===== config.mk =====
export PLATFORM = sky130hd
export DESIGN_NAME = tick_bcd_counter
export DESIGN_NICKNAME = d
export VERILOG_FILES = /design/src/rtl/tick_bcd_counter.sv
export SDC_FILE = /design/constraint.sdc
export NUM_CORES = 1
export LEC_CHECK = 0
export CORE_ASPECT_RATIO = 1.75
export CORE_UTILIZATION = 30
export CTS_CLUSTER_SIZE = 12
export DETAILED_ROUTE_END_ITERATION = 12
export MAX_ROUTING_LAYER = met4
export PLACE_DENSITY = 0.56
export SYNTH_ARGS = -nofsm -noshare
export SYNTH_HDL_FRONTEND = slang
export SYNTH_SLANG_ARGS = --single-unit

===== constraint.sdc =====
create_clock -name clk_in -period 2.05 [get_ports clk_in]
set_clock_uncertainty 0.2 [all_clocks]
set_input_delay 0.205 -clock clk_in [delete_from_list [all_inputs] [get_ports clk_in]]
set_output_delay 0.205 -clock clk_in [all_outputs]
set_load 0.005 [all_outputs]

===== src/rtl/tick_bcd_counter.sv =====
// Multi-digit BCD up/down counter stepped by rising edges of a divided clock
// that is sampled as a level in the clk_in domain.
module tick_bcd_counter #(
  parameter int unsigned DIGITS = 4,
  parameter int unsigned WRAP   = 1
) (
  input  logic                  clk_in,
  input  logic                  rst_a_p,
  input  logic                  tick_src,
  input  logic                  en,
  input  logic                  up_down,
  input  logic                  clr,
  input  logic                  ld,
  input  logic [4*DIGITS-1:0]   ld_bcd,
  output logic [4*DIGITS-1:0]   bcd_out,
  output logic                  step_p,
  output logic                  wrap_p
);

  localparam int unsigned W   = 4 * DIGITS;
  localparam bit          SAT = (WRAP == 32'd0);

  logic [W-1:0] bcd_q, bcd_d;
  logic [W-1:0] bcd_inc, bcd_dec, ld_clamp;
  logic         tick_prev_q, tick_prev_d;
  logic         step_q, step_d;
  logic         wrap_q, wrap_d;
  logic         rise;
  logic         all_nine, all_zero, at_limit;
  logic         carry, borrow;

  assign rise        = tick_src & ~tick_prev_q;
  assign tick_prev_d = tick_src;

  // Increment/decrement candidates with full ripple, limit detect, load clamp.
  always_comb begin
    bcd_inc  = bcd_q;
    bcd_dec  = bcd_q;
    ld_clamp = ld_bcd;
    all_nine = 1'b1;
    all_zero = 1'b1;
    carry    = 1'b1;
    borrow   = 1'b1;
    for (int i = 0; i < int'(DIGITS); i++) begin
      if (bcd_q[4*i +: 4] != 4'd9) all_nine = 1'b0;
      if (bcd_q[4*i +: 4] != 4'd0) all_zero = 1'b0;
      if (carry) begin
        if (bcd_q[4*i +: 4] == 4'd9) begin
          bcd_inc[4*i +: 4] = 4'd0;
        end else begin
          bcd_inc[4*i +: 4] = bcd_q[4*i +: 4] + 4'd1;
          carry             = 1'b0;
        end
      end
      if (borrow) begin
        if (bcd_q[4*i +: 4] == 4'd0) begin
          bcd_dec[4*i +: 4] = 4'd9;
        end else begin
          bcd_dec[4*i +: 4] = bcd_q[4*i +: 4] - 4'd1;
          borrow            = 1'b0;
        end
      end
      if (ld_bcd[4*i +: 4] > 4'd9) ld_clamp[4*i +: 4] = 4'd9;
    end
  end

  // Next count and strobes; clr beats ld beats a qualified rise.
  always_comb begin
    bcd_d    = bcd_q;
    step_d   = 1'b0;
    wrap_d   = 1'b0;
    at_limit = up_down ? all_nine : all_zero;
    if (clr) begin
      bcd_d = '0;
    end else if (ld) begin
      bcd_d = ld_clamp;
    end else if (rise && en) begin
      step_d = 1'b1;
      wrap_d = at_limit;
      if (!(at_limit && SAT)) begin
        bcd_d = up_down ? bcd_inc : bcd_dec;
      end
    end
  end

  // tick_prev resets high so a tick already high at release is not a rise.
  always_ff @(posedge clk_in or posedge rst_a_p) begin
    if (rst_a_p) begin
      bcd_q       <= '0;
      tick_prev_q <= 1'b1;
      step_q      <= 1'b0;
      wrap_q      <= 1'b0;
    end else begin
      bcd_q       <= bcd_d;
      tick_prev_q <= tick_prev_d;
      step_q      <= step_d;
      wrap_q      <= wrap_d;
    end
  end

  assign bcd_out = bcd_q;
  assign step_p  = step_q;
  assign wrap_p  = wrap_q;

endmodule

Yosys cells after proc, flatten, opt, wreduce, memory -nomap -nowiden
Cells that the tools add are included.
Storage, ports and cells
  register bits after elaboration: 19
  word-level logic and storage cells: 95
Operators by class
  bitwise operators: 2
  add/sub/neg operators: 8
  reductions and logical operators: 16
  equal/unequal tests: 11
  magnitude comparators: 4
  multiplexer cells: 47
Operators by type and width (count)
  4-bit 2-to-1 mux: 18
  16-bit 2-to-1 mux: 4
  4-bit nonzero test: 7
  1-bit 2-to-1 mux: 25
  4-bit by 1-bit adder with 4-bit output, second input constant: 4
  4-bit == test, second input constant: 4
  4-bit > comparator, second input constant: 4
  4-bit zero test: 4
  4-bit != test, second input constant: 4
  4-bit by 1-bit subtractor with 4-bit output, second input constant: 4
  4-bit by 1-bit != test with 1-bit output, second input constant: 3
  3-bit AND reduction: 3
  3-bit nonzero test: 1
  1-bit bitwise AND: 1
  1-bit logical AND: 1
  1-bit inverter: 1

Depth between registers and ports, before layout
Gate-level depths: netlist of the first run.
  word-level depth: 9
  depth in mapped cells: 7

Worst setup path after synthesis of the first run
No wires, ideal clock.
  kind: register -> register
  start point: reg bcd_q[5] (netlist: bcd_out[5])
  end point: reg bcd_q[8] (netlist: bcd_out[8])
  buffers on the path: 0
  cell stages (with the launch flop): 8
  period minus slack after synthesis: 2.047 ns
  setup slack: 0.003 ns
  arrival time: 1.753 ns
  setup time: 0.094 ns
  path through: dfrtp_1 > inv_1 > ha_1 > nand3b_4 > or3_4 > a21oi_4 > xnor2_1 > a221oi_2
Between the ends
  longest elaborated chain between the ends: 5
Ends and longest elaborated chain
  start, declared: RTL line 23  | logic [W-1:0] bcd_q, bcd_d;
  start signal, assigned: RTL line 89  | bcd_q <= '0;
  start signal, assigned: RTL line 94  | bcd_q <= bcd_d;
  4-bit == test / 4-bit zero test (equally long branches): RTL line 48, 56
  1-bit 2-to-1 mux (on tied branches): RTL line 48, 56
  1-bit 2-to-1 mux (on tied branches): RTL line 47, 55
  4-bit by 1-bit != test with 1-bit output (no line) / 4-bit nonzero test (equally long branches)
  3-bit AND reduction (no line) *
Every way passes the cells marked *; elsewhere a longest branch is shown, timed or not.
A chain may end at the register's enable or synchronous reset.

Final worst setup path of the first run
  start point: reg bcd_q[8] (netlist: bcd_out[8])
  end point: reg bcd_q[10] (netlist: bcd_out[10])
Between the ends
  longest elaborated chain between the ends: 7
Ends and longest elaborated chain
  4-bit by 1-bit subtractor with 4-bit output (tied with other cells): RTL line 59  | bcd_dec[4*i +: 4] = bcd_q[4*i +: 4] - 4'd1;
  4-bit 2-to-1 mux (on tied branches): RTL line 56, 48
  4-bit 2-to-1 mux (on tied branches): RTL line 55, 47
  16-bit 2-to-1 mux *: RTL line 81  | bcd_d = up_down ? bcd_inc : bcd_dec;
  16-bit 2-to-1 mux *: RTL line 77  | end else if (rise && en) begin
  16-bit 2-to-1 mux *: RTL line 75  | end else if (ld) begin
  16-bit 2-to-1 mux *: RTL line 73  | if (clr) begin
Every way passes the cells marked *; elsewhere a longest branch is shown, timed or not. The select of a mux whose other input is x is not followed.

==> impl_results.rst, run 1 <==
.. list-table::
   :header-rows: 1

   * - Metric
     - Value
   * - Simple-gate share of the synthesized area
     - between 20 and 30%
   * - Residual antenna-violating net count after detailed routing
     - 0
   * - Leading cell type in the layout, fill and taps excluded
     - sky130_fd_sc_hd__buf_4
   * - Highest routing layer actually used
     - met4
   * - Count of flip-flops with a built-in enable after synthesis
     - 0
   * - Min cycle time layout
     - 1999 ps
   * - Xor and xnor area share after synthesis
     - 2.867%
   * - Cell Count, Final, Fillers Out
     - 384
   * - Count of state elements after synthesis
     - 19
   * - Post-synthesis compound-gate area fraction
     - 28.46%
   * - RR Endpoint
     - bcd_out[10]
   * - Buffer levels on the longest clock path
     - 2
   * - Total global routing track utilization
     - 18.32%
   * - Hold Crit Class
     - in -> async
   * - Cell family contributing the most delay on the critical path
     - compound AO/OA/AOI/OAI gates
   * - Share of layout cells above drive strength 1
     - 27.78%
   * - Design area
     - 2840 sq um
   * - Via count of the first global-routing pass
     - ~1900
   * - Latest clock arrival within the worst-skew pair
     - 260 ps
   * - M1 WL
     - 2256 um
   * - Initial antenna violation count
     - 0
   * - Ratio of final minimum period to clock period
     - a little over nine tenths
   * - Delay of the slowest cell on the worst path
     - 400 ps
   * - P_leak
     - 0.001186 uW
   * - Largest net degree at the start of global routing
     - 22
   * - TritonCTS Buffers
     - 3
   * - Cell type with the highest aggregate area in the netlist
     - sky130_fd_sc_hd__dfrtp_1
   * - Detailed-router iteration count before antenna repair
     - 7
   * - Net count of the mapped netlist
     - 258
   * - IR drop worst, VDD
     - 0.0003003 V
   * - Unrepaired setup endpoints after global routing
     - true
   * - Row cnt
     - 37
   * - Dominant combinational cell family by area after synthesis
     - compound AO/OA/AOI/OAI gates
   * - Initial cell density of the core
     - 31.18%
   * - Number of instances in the synthesized netlist
     - around 230
   * - Cell Chain, Critical Path
     - buf_4 -> buf_4 -> ha_1 -> mux2_1 -> a31o_1 -> a211oi_1
   * - Post-detailed-placement cell area
     - approximately 2600 sq um
   * - Remaining DRCs
     - 0
   * - Sequential element share of the synthesized area
     - 26.01%
   * - # nets final
     - 340
   * - Proportion of synthesized area in mux cells
     - 2.253%
   * - Share of the synthesized area in the top cell type
     - 24.57%
   * - Number of distinct library cells after synthesis
     - 60
   * - Largest driver fanout on the critical path
     - 6
   * - Relative max-transition margin
     - roughly 77%
   * - Power density over the cells
     - 442.2 nW/um^2
   * - Cells after DPL
     - between 300 and 400
   * - Count of hold-fix buffers inserted at cts
     - 0
   * - Maximum level of the CTS H-tree
     - 1
   * - Residual overflow from global routing
     - 0
   * - Library cell contributing the largest single delay on the critical path
     - sky130_fd_sc_hd__dfrtp_1
   * - Final GP Congestion
     - approximately 0.88
   * - Average wire per cell in the routed design
     - 13.89 um
   * - Number of pins exceeding their max-slew limit in the final report
     - 0
   * - DR WL met2
     - 2916 um
   * - Clock transition at the registers of the reported paths
     - 80 ps
   * - Routed WL
     - between 5000 and 6000 um
   * - Crit-path most repeated cell
     - sky130_fd_sc_hd__buf_4
   * - Total of buffers placed on input and output ports
     - 40
   * - Global-route wire length before repair
     - 8783 um
   * - Commonest cells after routing, fill and taps aside
     - sky130_fd_sc_hd__buf_4, sky130_fd_sc_hd__clkdlybuf4s50_1, sky130_fd_sc_hd__nor2_1
   * - Logic depth of the worst register-to-register path
     - 6
   * - Maximum clock frequency
     - roughly 500 MHz
   * - Synthesized-area fraction occupied by adder cells
     - roughly 7%
   * - Worst Setup Start Kind
     - register
   * - Synthesis-to-layout area growth
     - 54.95%
   * - Sum of met3 wire segment lengths after detailed routing
     - 91 um
   * - Number of ports placed on the die boundary
     - 41
   * - R2R Path Start
     - bcd_out[8]
   * - Final number of setup-violating endpoints
     - 0
   * - Arrival time at the worst endpoint
     - 1960 ps
   * - Clock Sink Count
     - 19
   * - Die Ht
     - between 100 and 150 um
   * - Number of diodes added for antenna fixing
     - 0
   * - Max-Cap Viols
     - 0
   * - Ys flop type
     - sky130_fd_sc_hd__dfrtp_1
   * - Die Area
     - 6439 sq um
   * - Yosys synthesis warning count
     - 0
   * - Total buffers and inverters traversed by the critical path
     - 2
   * - Final Hold Vio Count
     - 0
   * - Clock root buffer master
     - sky130_fd_sc_hd__clkbuf_8
   * - Detail Placement HPWL
     - 4219 um
   * - WP data required
     - 2010 ps
   * - Via count
     - roughly 2000
   * - Worst Tran Pin Value
     - 338.6 ps
   * - Combined area of all synthesized cells
     - about 1800 sq um
   * - Endpoint type of the worst setup path
     - register
   * - Avg Synthesized Cell Area
     - slightly above 8 sq um
   * - Detailed-route vias per instance
     - between 5 and 6
   * - Setup Crit Path Kind
     - reg -> reg
   * - Core region area
     - about 6000 sq um
   * - DIE WIDTH
     - 61.09 um
   * - Register-to-register path setup slack
     - slightly above 50 ps
   * - Top area cells in the synthesized netlist
     - sky130_fd_sc_hd__dfrtp_1, sky130_fd_sc_hd__ha_1, sky130_fd_sc_hd__nor2_1
   * - Run status
     - completed
   * - DR iter-0 viols
     - 65
   * - CTS tree
     - yes
   * - Ys async rst share
     - 100.0%
-- what timing repair did --
item / in CTS / in global routing
endpoints found under the hold margin: 0 / 0
pin swaps: 3 / 13
setup buffers: 3 / 3
resized for setup: 3 / 28
setup endpoints to repair: 5 / 13
-- through the flow --
stage	setup slack [ps]	util [%]	setup TNS (ps)	total power, uW	hold slack, ps
final	51.23	48.31	0	1256	66.61
after CTS	-0.8911	45.92	-0.8911	1225	79.54
after global routing	-24.54	48.31	-103.1	1339	122.5
after floorplan	3.272	-	0	700.7	-44.61
after global placement	-82.25	44.56	-242.3	939.3	359.4
after detailed placement	-109.9	44.56	-305.0	940.6	364.2
-- power breakdown --
part	leakage (uW)	internal, uW	total, uW	switching, uW
Clock	0.0000228	139	273	134
Sequential	0.000247	403	456	53.2
Combinational	0.000916	299	528	228
Total	0.00119	841	1260	416
-- tightest hold or removal path, stage by stage --
cell                              delay, ps
sky130_fd_sc_hd__clkdlybuf4s50_1        390
sky130_fd_sc_hd__inv_1                   50
sky130_fd_sc_hd__buf_4                  260
-- per-layer routing --
layer / global-route usage, % / vias to the layer above
li1: - / 1004
met1: 20.71 / 927
met2: 33.00 / 33
met3: 1.472 / 5
met4: 4.870 / 0
met5: - / -
-- cells in the mapped netlist, drive strengths merged, types with 3 or more instances --
cell type	n
ha	10
clkbuf	7
a311oi	4
inv	15
a21oi	12
nand2	11
buf	8
xor2	3
a32oi	3
nand3	10
a211oi	7
nand2b	4
a221oi	3
nor2	18
nor3b	5
mux2i	3
nor2b	7
o21ai	17
o311ai	3
dfrtp	18
nand3b	6
nor3	10
xnor2	3
-- how the worst max path moves through the flow --
stage | start | to | depth (start not counted)
floorplan | bcd_out[5] | bcd_out[8] | 7
detailed placement | up_down | bcd_out[6] | 7
CTS | bcd_out[4] | bcd_out[8] | 7
global route | bcd_out[4] | bcd_out[9] | 7
finish | bcd_out[8] | bcd_out[10] | 6
global placement | up_down | bcd_out[6] | 7
-- cells by family (layout without fill, tap and decap cells) --
logic type | Yosys count | in the layout
AO/OA/AOI/OAI | 71 | 71
XOR/XNOR | 6 | 6
adder cells (fa/ha/maj) | 10 | 10
buffers and inverters | 30 | 111
flip-flops | 19 | 19
multiplexers | 4 | 4
AND/OR/NAND/NOR | 85 | 85
-- final cells by class --
type | instances | area [sq um]
flip-flops and latches | 19 | 478.0
repair buffers | 92 | 810.8
inverters | 15 | 56.30
fillers | 611 | 3039
multi-input cells | 176 | 1353
clock buffers | 4 | 45.04
well taps | 78 | 97.59
-- state kept, by name, indices dropped and copies added (netlist names) --
name / count
step_p: 1
bcd_out: 16
tick_prev_q: 1
wrap_p: 1
(Power assumes the default switching activity.)
==> inputs of run 2 (changes only) <==
--- a/constraint.sdc
+++ b/constraint.sdc
@@ -3,3 +3,3 @@
 set_input_delay 0.205 -clock clk_in [delete_from_list [all_inputs] [get_ports clk_in]]
 set_output_delay 0.205 -clock clk_in [all_outputs]
-set_load 0.005 [all_outputs]
+set_load 0.05 [all_outputs]
==> run 2 against run 1 <==
  * Utilization is 1.4 points lower
  * Die area stayed put
  * Count of clock-buffer cells in the layout stayed put
  * Combinational power is 11% higher
  * Global-route usage hardly changed
  * Critical path type unchanged
  * Sequential share of layout area is 1.1 points higher
  * Routed wire length is 0.32% lower
  * Worst hold slack better by 10 ps
  * Non-clock buffer count is 11 lower
  * Critical path depth is 1 higher
==> impl_results.rst, run 2 (synthesized netlist as in run 1, its figures left out) <==
.. list-table::
   :header-rows: 1

   * - Metric
     - Value
   * - Switch Pwr
     - 501.6 uW (+21%)
   * - Detailed-router iteration count before antenna repair
     - 4 (-3)
   * - Clock transition at the registers of the reported paths
     - 80 ps (about the same)
   * - Routed WL
     - 5316 um (-0.32%)
   * - Relative max-transition margin
     - 66.57% (-10 points)
   * - Final GP Congestion
     - 0.8343 (-5.4%)
   * - Number of ports placed on the die boundary
     - 41 (unchanged)
   * - Met2 GRT Util
     - 31.44% (-1.6 points)
   * - Latest clock arrival within the worst-skew pair
     - 250 ps (about the same)
   * - Design area
     - 2758 sq um (-2.9%)
   * - Number of diodes added for antenna fixing
     - 0 (unchanged)
   * - Total internal power
     - 819.7 uW (-2.5%)
   * - Buffer levels on the longest clock path
     - 2 (unchanged)
   * - IR drop worst, VDD
     - 0.0002855 V (-4.9%)
   * - Clock root buffer master
     - sky130_fd_sc_hd__clkbuf_8
   * - CTS tree
     - yes
   * - Detail Placement HPWL
     - 4202 um (-0.42%)
   * - Setup Crit Path Kind
     - reg -> reg
   * - Final Hold Vio Count
     - 0 (unchanged)
   * - Global-route wire length before repair
     - 8894 um (+1.3%)
   * - Average wire per cell in the routed design
     - 14.25 um (+2.6%)
   * - Maximum level of the CTS H-tree
     - 1 (unchanged)
   * - WP data required
     - 2010 ps (about the same)
   * - Via count of the first global-routing pass
     - 1899 (-1.3%)
   * - P_leak
     - 0.001152 uW (-2.9%)
   * - Power density over the cells
     - 479.1 nW/um^2 (+8.3%)
   * - Synthesis-to-layout area growth
     - 50.44%
   * - Total global routing track utilization
     - 18.27% (-0.050 points)
   * - Die Area
     - 6439 sq um (unchanged)
   * - Hold Crit Class
     - in -> async
   * - Largest register FFs
     - 16 (unchanged)
   * - Worst Tran Pin Value
     - 500.6 ps (+162.0 ps)
   * - Maximum clock frequency
     - 496.0 MHz (-0.85%)
   * - Total of buffers placed on input and output ports
     - 40 (unchanged)
   * - Remaining DRCs
     - 0 (unchanged)
   * - Met1 Usage GRT
     - 21.70% (+1.0 points)
   * - Fill cell instance count of the final layout
     - 622 (+1.8%)
   * - TritonCTS Buffers
     - 3 (unchanged)
   * - # nets final
     - 329 (-3.2%)
   * - Logic depth of the worst register-to-register path
     - 7 (+1)
   * - Power share of the sequential group
     - 35.2% (-1.1 points)
   * - Min cycle time layout
     - 2016 ps (+17.21 ps)
   * - Commonest cells after routing, fill and taps aside
     - sky130_fd_sc_hd__buf_4, sky130_fd_sc_hd__clkdlybuf4s50_1, sky130_fd_sc_hd__nor2_1
   * - Largest driver fanout on the critical path
     - 5 (-1)
   * - Residual overflow from global routing
     - 0 (unchanged)
   * - Arrival time at the worst endpoint
     - 1970 ps (about the same)
   * - Row cnt
     - 37 (unchanged)
   * - DR iter-0 viols
     - 53 (-18%)
   * - Endpoint type of the worst setup path
     - register
   * - DIE WIDTH
     - 61.09 um (unchanged)
   * - Initial cell density of the core
     - 31.18% (unchanged)
   * - Net Sw Frac
     - 37.96% (+4.9 points)
   * - Final design utilization
     - 46.90% (-1.4 points)
   * - Residual antenna-violating net count after detailed routing
     - 0 (unchanged)
   * - Clock Sink Count
     - 19 (unchanged)
   * - Max-Cap Viols
     - 0 (unchanged)
   * - Combinational share of power
     - 44.5% (+2.5 points)
   * - Core region area
     - 5879 sq um (unchanged)
   * - Share of layout cells above drive strength 1
     - 31.86% (+4.1 points)
   * - Number of pins exceeding their max-slew limit in the final report
     - 0 (unchanged)
   * - Largest net degree at the start of global routing
     - 20 (-9.1%)
   * - Post-detailed-placement cell area
     - 2615 sq um (-0.19%)
   * - Final number of setup-violating endpoints
     - 0 (unchanged)
   * - Global routing's busiest layer
     - met2
   * - Via count
     - 1955 (-0.71%)
   * - Total negative slack for setup checks
     - 0 ps (unchanged)
   * - Met3 layer usage reported by global route
     - 1.227% (-0.25 points)
   * - Initial antenna violation count
     - 0 (unchanged)
   * - Detailed-route vias per instance
     - 5.241 (+2.2%)
   * - Ratio of final minimum period to clock period
     - 98.34% (+0.84 points)
   * - Run status
     - completed
   * - Die Ht
     - 105.4 um (unchanged)
   * - Worst Setup Start Kind
     - register
   * - Leading cell type in the layout, fill and taps excluded
     - sky130_fd_sc_hd__buf_4
   * - Proportion of power drawn by the clock network
     - 20.3% (-1.4 points)
   * - Unrepaired setup endpoints after global routing
     - true
[run 2: layout make-up]
cell class                 instances  area (sq um)  share of cell area, %
timing repair buffer              81         698.2                  25.32
clock buffer                       4         45.04                  1.633
inverter                          15         61.31                  2.223
tap                               78         97.59                  3.539
sequential                        19         494.2                  17.92
multi-input combinational        176          1361                  49.37
[run 2: what timing repair did]
action	4_1_cts	5_1_grt
hold buffers	0	0
resized for setup	6	8
setup endpoints to repair	5	11
pin swaps	5	5
cloned	0	0
buffers inserted	3	3
[run 2: power by group through the flow]
stage	logic (uW)	clock network, uW	registers, uW
2_1_floorplan	276	0	543
3_3_place_gp	564	0	470
3_5_place_dp	567	0	472
4_1_cts	583	284	465
5_1_grt	639	295	472
6_report	588	268	465
[run 2: worst max-delay path: stages (launching register included)]
cell	delay (ps)
sky130_fd_sc_hd__dfrtp_2	430
sky130_fd_sc_hd__inv_4	80
sky130_fd_sc_hd__ha_4	160
sky130_fd_sc_hd__nand2_1	70
sky130_fd_sc_hd__or3_4	400
sky130_fd_sc_hd__a21oi_4	260
sky130_fd_sc_hd__mux2i_1	110
sky130_fd_sc_hd__a211oi_1	220
[run 2: stage by stage]
| step | hold slack, ps | std cells | power [uW] | setup slack (ps) |
|---|---|---|---|---|
| after floorplan | -45.13 | 225 | 818.6 | -32.70 |
| after global routing | 119.1 | 373 | 1406 | -46.75 |
| after CTS | 81.40 | 370 | 1332 | -21.85 |
| after detailed placement | 361.1 | 363 | 1039 | -96.41 |
| final | 76.56 | 373 | 1321 | 34.03 |
| after global placement | 363.8 | 363 | 1034 | -70.13 |
[run 2: metal layers]
metal	vias up	wire, um
li1	976	-
met1	936	2127
met2	35	2972
met3	8	106
met4	0	111
met5	-	0
[run 2: final timing paths]
check                      slack [ps]         from          end
min in group clk_in               200     tick_src  tick_prev_q
min                                80      rst_a_p   bcd_out[4]
min reg2reg                       470  bcd_out[15]  bcd_out[15]
max in group asynchronous        1300      rst_a_p  tick_prev_q
max reg2reg                        30   bcd_out[1]   bcd_out[9]
max                                30   bcd_out[1]   bcd_out[9]
